===== src/rtl/mux4_rr_arbiter_if.sv =====
// Shared bus between four requesters, the round-robin arbiter and the downstream sink.
// The slave modport is the arbiter's view; the master modport is the requesters/sink view.
interface mux4_rr_arbiter_if #(
    parameter int WIDTH = 4
);
    logic [3:0]       req;
    logic [WIDTH-1:0] a;
    logic [WIDTH-1:0] b;
    logic [WIDTH-1:0] c;
    logic [WIDTH-1:0] d;
    logic [WIDTH-1:0] out;
    logic             out_valid;
    logic             out_ready;
    logic [3:0]       gnt;
    logic [1:0]       sel;

    modport master (
        output req, a, b, c, d, out_ready,
        input  out, out_valid, gnt, sel
    );

    modport slave (
        input  req, a, b, c, d, out_ready,
        output out, out_valid, gnt, sel
    );
endinterface


===== src/rtl/mux4_rr_arbiter.sv =====
// Four-way round-robin arbiter with a data mux and bounded bursts.
// A grant lasts until the holder drops its request or completes BURST_MAX transfers.
module mux4_rr_arbiter #(
    parameter int WIDTH     = 4,
    parameter int BURST_MAX = 4   // legal range 1..15
) (
    input  logic                 clk,
    input  logic                 rst,
    mux4_rr_arbiter_if.slave     bus
);
    typedef enum logic {
        IDLE  = 1'b0,
        GRANT = 1'b1
    } state_t;

    state_t     state_q, state_d;
    logic [1:0] sel_q,   sel_d;
    logic [1:0] ptr_q,   ptr_d;
    logic [3:0] gnt_q,   gnt_d;
    logic [3:0] cnt_q,   cnt_d;

    logic [3:0]       req_rot;
    logic [1:0]       win_off;
    logic [1:0]       winner;
    logic [WIDTH-1:0] data_arr [4];
    logic             valid_int;
    logic             xfer;

    assign data_arr[0] = bus.a;
    assign data_arr[1] = bus.b;
    assign data_arr[2] = bus.c;
    assign data_arr[3] = bus.d;

    // Rotate requests so that bit 0 is the requester at ptr; 2-bit index wraps mod 4.
    genvar gi;
    generate
        for (gi = 0; gi < 4; gi++) begin : g_rot
            assign req_rot[gi] = bus.req[ptr_q + 2'(gi)];
        end
    endgenerate

    always_comb begin
        win_off = 2'd0;
        for (int i = 3; i >= 0; i--) begin
            if (req_rot[i]) begin
                win_off = 2'(i);
            end
        end
    end

    assign winner    = ptr_q + win_off;
    assign valid_int = (state_q == GRANT) && bus.req[sel_q];
    assign xfer      = valid_int && bus.out_ready;

    always_ff @(posedge clk) begin
        if (rst) begin
            state_q <= IDLE;
            sel_q   <= 2'd0;
            ptr_q   <= 2'd0;
            gnt_q   <= 4'd0;
            cnt_q   <= 4'd0;
        end else begin
            state_q <= state_d;
            sel_q   <= sel_d;
            ptr_q   <= ptr_d;
            gnt_q   <= gnt_d;
            cnt_q   <= cnt_d;
        end
    end

    always_comb begin
        state_d = state_q;
        sel_d   = sel_q;
        ptr_d   = ptr_q;
        gnt_d   = gnt_q;
        cnt_d   = cnt_q;
        unique case (state_q)
            IDLE: begin
                gnt_d = 4'd0;
                if (bus.req != 4'd0) begin
                    sel_d   = winner;
                    gnt_d   = 4'b0001 << winner;
                    cnt_d   = 4'd0;
                    state_d = GRANT;
                end
            end
            GRANT: begin
                if (!bus.req[sel_q]) begin
                    ptr_d   = sel_q + 2'd1;
                    gnt_d   = 4'd0;
                    state_d = IDLE;
                end else if (xfer) begin
                    cnt_d = cnt_q + 4'd1;
                    if (cnt_q + 4'd1 == 4'(BURST_MAX)) begin
                        ptr_d   = sel_q + 2'd1;
                        gnt_d   = 4'd0;
                        state_d = IDLE;
                    end
                end
            end
            default: begin
                state_d = IDLE;
            end
        endcase
    end

    assign bus.gnt       = gnt_q;
    assign bus.sel       = sel_q;
    assign bus.out_valid = valid_int;
    assign bus.out       = (state_q == GRANT) ? data_arr[sel_q] : '0;
endmodule


===== src/flat_wrapper.sv =====
// flat-port wrapper written by rule: the top's interface ports become plain ports
module mux4_rr_arbiter_flat 
#(
    parameter int WIDTH     = 4,
    parameter int BURST_MAX = 4                       
)
  (clk, rst, bus_req, bus_a, bus_b, bus_c, bus_d, bus_out_ready, bus_out, bus_out_valid, bus_gnt, bus_sel);
  mux4_rr_arbiter_if #(.WIDTH(WIDTH)) bus_i ();
  input  logic clk;
  input  logic rst;
  input wire logic [$bits(bus_i.req)-1:0] bus_req;
  input wire logic [$bits(bus_i.a)-1:0] bus_a;
  input wire logic [$bits(bus_i.b)-1:0] bus_b;
  input wire logic [$bits(bus_i.c)-1:0] bus_c;
  input wire logic [$bits(bus_i.d)-1:0] bus_d;
  input wire logic [$bits(bus_i.out_ready)-1:0] bus_out_ready;
  output wire logic [$bits(bus_i.out)-1:0] bus_out;
  output wire logic [$bits(bus_i.out_valid)-1:0] bus_out_valid;
  output wire logic [$bits(bus_i.gnt)-1:0] bus_gnt;
  output wire logic [$bits(bus_i.sel)-1:0] bus_sel;
  assign bus_i.req = bus_req;
  assign bus_i.a = bus_a;
  assign bus_i.b = bus_b;
  assign bus_i.c = bus_c;
  assign bus_i.d = bus_d;
  assign bus_i.out_ready = bus_out_ready;
  assign bus_out = bus_i.out;
  assign bus_out_valid = bus_i.out_valid;
  assign bus_gnt = bus_i.gnt;
  assign bus_sel = bus_i.sel;
  mux4_rr_arbiter #(.WIDTH(WIDTH), .BURST_MAX(BURST_MAX)) u_core (.clk(clk), .rst(rst), .bus(bus_i));
endmodule

===== config.mk =====
export PLATFORM = sky130hd
export DESIGN_NAME = mux4_rr_arbiter_flat
export DESIGN_NICKNAME = d
export VERILOG_FILES = /design/src/rtl/mux4_rr_arbiter_if.sv /design/src/rtl/mux4_rr_arbiter.sv /design/src/flat_wrapper.sv
export SDC_FILE = /design/constraint.sdc
export NUM_CORES = 1
export LEC_CHECK = 0
export ABC_AREA = 1
export BUFFER_PORTS_ARGS = -buffer_cell sky130_fd_sc_hd__buf_2
export CORE_UTILIZATION = 54
export CTS_CLUSTER_DIAMETER = 120
export DETAILED_ROUTE_END_ITERATION = 6
export GPL_ROUTABILITY_DRIVEN = 1
export GPL_TIMING_DRIVEN = 0
export PLACE_DENSITY = 0.9
export SLEW_MARGIN = 20
export SYNTH_ARGS = -nofsm -noshare
export SYNTH_HDL_FRONTEND = slang
export SYNTH_SLANG_ARGS = --single-unit

===== constraint.sdc =====
create_clock -name clk -period 3.8 [get_ports clk]
set_input_delay 0.76 -clock clk [delete_from_list [all_inputs] [get_ports clk]]
set_output_delay 0.76 -clock clk [all_outputs]
set_load 0.005 [all_outputs]

==> run metrics <==
result of the run=complete, no violations; simple-gate area share of the yosys netlist=0.4241; count of input and output buffers=32; Remaining DRCs=0; areal power density over the cells=around 440 nW/um^2; routed length on met3=83 um; synth warn=0; die boundary width=between 40 and 50 um; most instantiated library cell after synthesis=sky130_fd_sc_hd__nand2_1; kind of start point of the critical path=primary input; post-synth design cell area=1089 um^2; post-cts resize count=0; Final Worst Setup Slack=about 1.5 ns; proportion of layout cells with a drive suffix above 1=0.3270; Clk Latency, worst-skew pair=0.27 ns; Layout Nets=about 240; dominant combinational cell family by area after synthesis=simple AND/OR/NAND/NOR gates; Setup crit end kind=output port; post-detailed-route wirelength per cell=10.69 um; net count after synthesis=201; Total Routing Usage GR=0.2546; cell type with the largest total area after synthesis=sky130_fd_sc_hd__dfxtp_1; fin crit share=0.5944; HPWL after detailed placement=between 2000 and 2500 um; Critical Path Fanout Max=5; final number of setup-violating endpoints=0; number of primary I/O pins=34; number of clock buffers inserted by TritonCTS=3; clock transition at the registers of the reported paths=~0.08 ns; buffer depth of the longest clock path=2; largest net degree at the start of global routing=11; fill count=between 150 and 200; diode insertion count for antenna repair=0; Max Clk Rate=about 440 MHz; RSZ-0062 raised after global routing=no; met2 wirelength from detailed routing=between 1000 and 1500 um; adder and majority gate portion of the synthesized area=0.03448; number of flops mapped to enable cells by yosys=0; Lkg Pwr=about 0.7 nW; number of hold buffers added after CTS=0; die span in y=46.90 um; type of the most critical hold path=flip-flop to flip-flop; share of the synthesized area in the top cell type=0.2391; Hold Fails Final Rpt=0; number of synthesized register bits=13; post-synthesis xor/xnor area fraction=0.03218; post-synthesis to final-layout area growth=20.00%; Initial Util=0.6042; Synth top cells by count=sky130_fd_sc_hd__nand2_1, sky130_fd_sc_hd__nor2_1, sky130_fd_sc_hd__inv_1; time the worst path needs with I/O delays and setup=2.259 ns; H-tree levels=1; number of antenna violations at the first check in global routing=0; wire length of the first global-routing pass=around 4200 um; clock tree from TritonCTS=built; routed wire length=2524 um; Worst IR Drop VDD=0.2487 mV; top post-synthesis cells by area=sky130_fd_sc_hd__dfxtp_1, sky130_fd_sc_hd__nand2_1, sky130_fd_sc_hd__nor2_1, sky130_fd_sc_hd__nand2_2, sky130_fd_sc_hd__nand3_1; register-to-register setup slack=between 1.5 and 2 ns; synthesized-area fraction occupied by ao, oa, aoi and oai cells=0.1609; worst slack, placed=around 1.5 ns; number of sinks driven by the clock tree=13; post-CTS setup-driven buffer insertion count=0; residual overflow from global routing=0; multiplexer area fraction after synthesis=0; highest metal layer used by the detailed router=met3; Total Die Area=2199 um^2; Crit Path Category=primary input to output port; Met1 Wirelength=about 1100 um; instance count of the mapped netlist=175; count of distinct cell types in the synthesized netlist=27; Floorplan Core Area=1802 um^2; via-per-instance ratio=about 5.0; Required @ worst endpoint=about 3.0 ns; via count=between 1000 and 1500; area of combinational cells with multiple inputs=709.4 um^2; Total Neg Setup Slack=0 ns; Root Driver=sky130_fd_sc_hd__clkbuf_4; prevailing post-synth register cell=sky130_fd_sc_hd__dfxtp_1; routability cong.=between 0.7 and 0.8; total area of sequential cells=approximately 260 um^2; Max Clock Skew=0.001557 ns; share of flip-flops with an asynchronous set or reset=0; maximum capacitance violations=0; sequential element share of the synthesized area=0.2391; data arrival time of the critical path=~1.5 ns; DRT Pass-1 Iters=4; Synth Area per Inst=about 6.2 um^2; max-slew headroom at the worst pin=0.7696; number of DRC markers after the initial detailed-route iteration=29; DRT antenna net count=0; number of slew-limit violations in the final report=0; vias in the first global route=roughly 1100; Cell Rows=15; Worst-Margin Slew=roughly 0.35 ns
-- state kept, by name, indices dropped and copies added (netlist names) --
name and cells:
u_core.bus.gnt 4, u_core.cnt_q 4, u_core.bus.sel 2, u_core.ptr_q 2
u_core.state_q 1
-- where the power goes --
part / switching (W) / total (W) / internal (W)
Sequential: 0.0000174 / 0.000175 / 0.000158
Combinational: 0.000192 / 0.000315 / 0.000122
Clock: 0.0000435 / 0.0000841 / 0.0000407
Total: 0.000253 / 0.000574 / 0.000321
-- placed cells by master (no fill, tap or decap), drive strengths merged, types with 5 or more instances in the layout --
| cell | synthesis | final |
|---|---|---|
| nand2 | 60 | 60 |
| clkbuf | 1 | 5 |
| inv | 21 | 21 |
| a21oi | 13 | 13 |
| nand3 | 15 | 15 |
| buf | 4 | 36 |
| dfxtp | 13 | 13 |
| o21ai | 13 | 13 |
| nor2 | 25 | 25 |
-- critical path, cell delays in order --
cell and delay (ns):
sky130_fd_sc_hd__buf_2 0.11, sky130_fd_sc_hd__inv_1 0.12, sky130_fd_sc_hd__nand2_1 0.08, sky130_fd_sc_hd__o211ai_2 0.07, sky130_fd_sc_hd__nand2_2 0.11, sky130_fd_sc_hd__nand2_2 0.10, sky130_fd_sc_hd__inv_1 0.04, sky130_fd_sc_hd__buf_2 0.11
-- cell type report --
class	count	share of cell area
multi-input combinational	136	0.5431
sequential	13	0.1992
timing repair buffer	32	0.1226
inverter	21	0.06418
buffer	5	0.02682
tap	25	0.02395
clock buffer	4	0.02011
-- kinds of logic (layout without fill, tap and decap cells) --
group / after synthesis / in the layout
AND/OR/NAND/NOR: 100 / 100
AO/OA/AOI/OAI: 29 / 29
flip-flops: 13 / 13
XOR/XNOR: 4 / 4
buffers and inverters: 26 / 62
adder cells (fa/ha/maj): 3 / 3
-- path summary, 6_finish.rpt --
kind | endpoint | from | cells past startpoint
hold reg to reg | u_core.bus.gnt[0]$_SDFFE_PP0P_ | u_core.bus.gnt[0]$_SDFFE_PP0P_ | 2
hold / removal | u_core.bus.gnt[0]$_SDFFE_PP0P_ | u_core.bus.gnt[0]$_SDFFE_PP0P_ | 2
setup reg to reg | u_core.bus.sel[1]$_SDFFE_PP0P_ | u_core.ptr_q[0]$_SDFFE_PP0P_ | 15
setup / recovery | bus_out_valid | bus_req[3] | 8
-- layer usage --
layer,GRT usage,vias to the layer above
met2,0.4750,23
met1,0.3169,535
met3,0.03077,0
met4,0.04000,0
li1,-,625
met5,0,-
-- metrics by stage --
stage / total power [W] / instance area [um^2] / util / hold WS (ns) / std cells
CTS: 0.0005749 / 1306 / 0.7250 / 0.4661 / 236
global placement: 0.0004782 / 1280 / 0.7104 / 0.4512 / 232
finish: 0.0005738 / 1306 / 0.7250 / 0.4650 / 236
detailed placement: 0.0004921 / 1280 / 0.7104 / 0.4541 / 232
floorplan: 0.0004127 / 1089 / - / 0.4614 / 175
global route: 0.0006260 / 1306 / 0.7250 / 0.4937 / 236
Note: power is estimated with default switching activity, not from simulation.
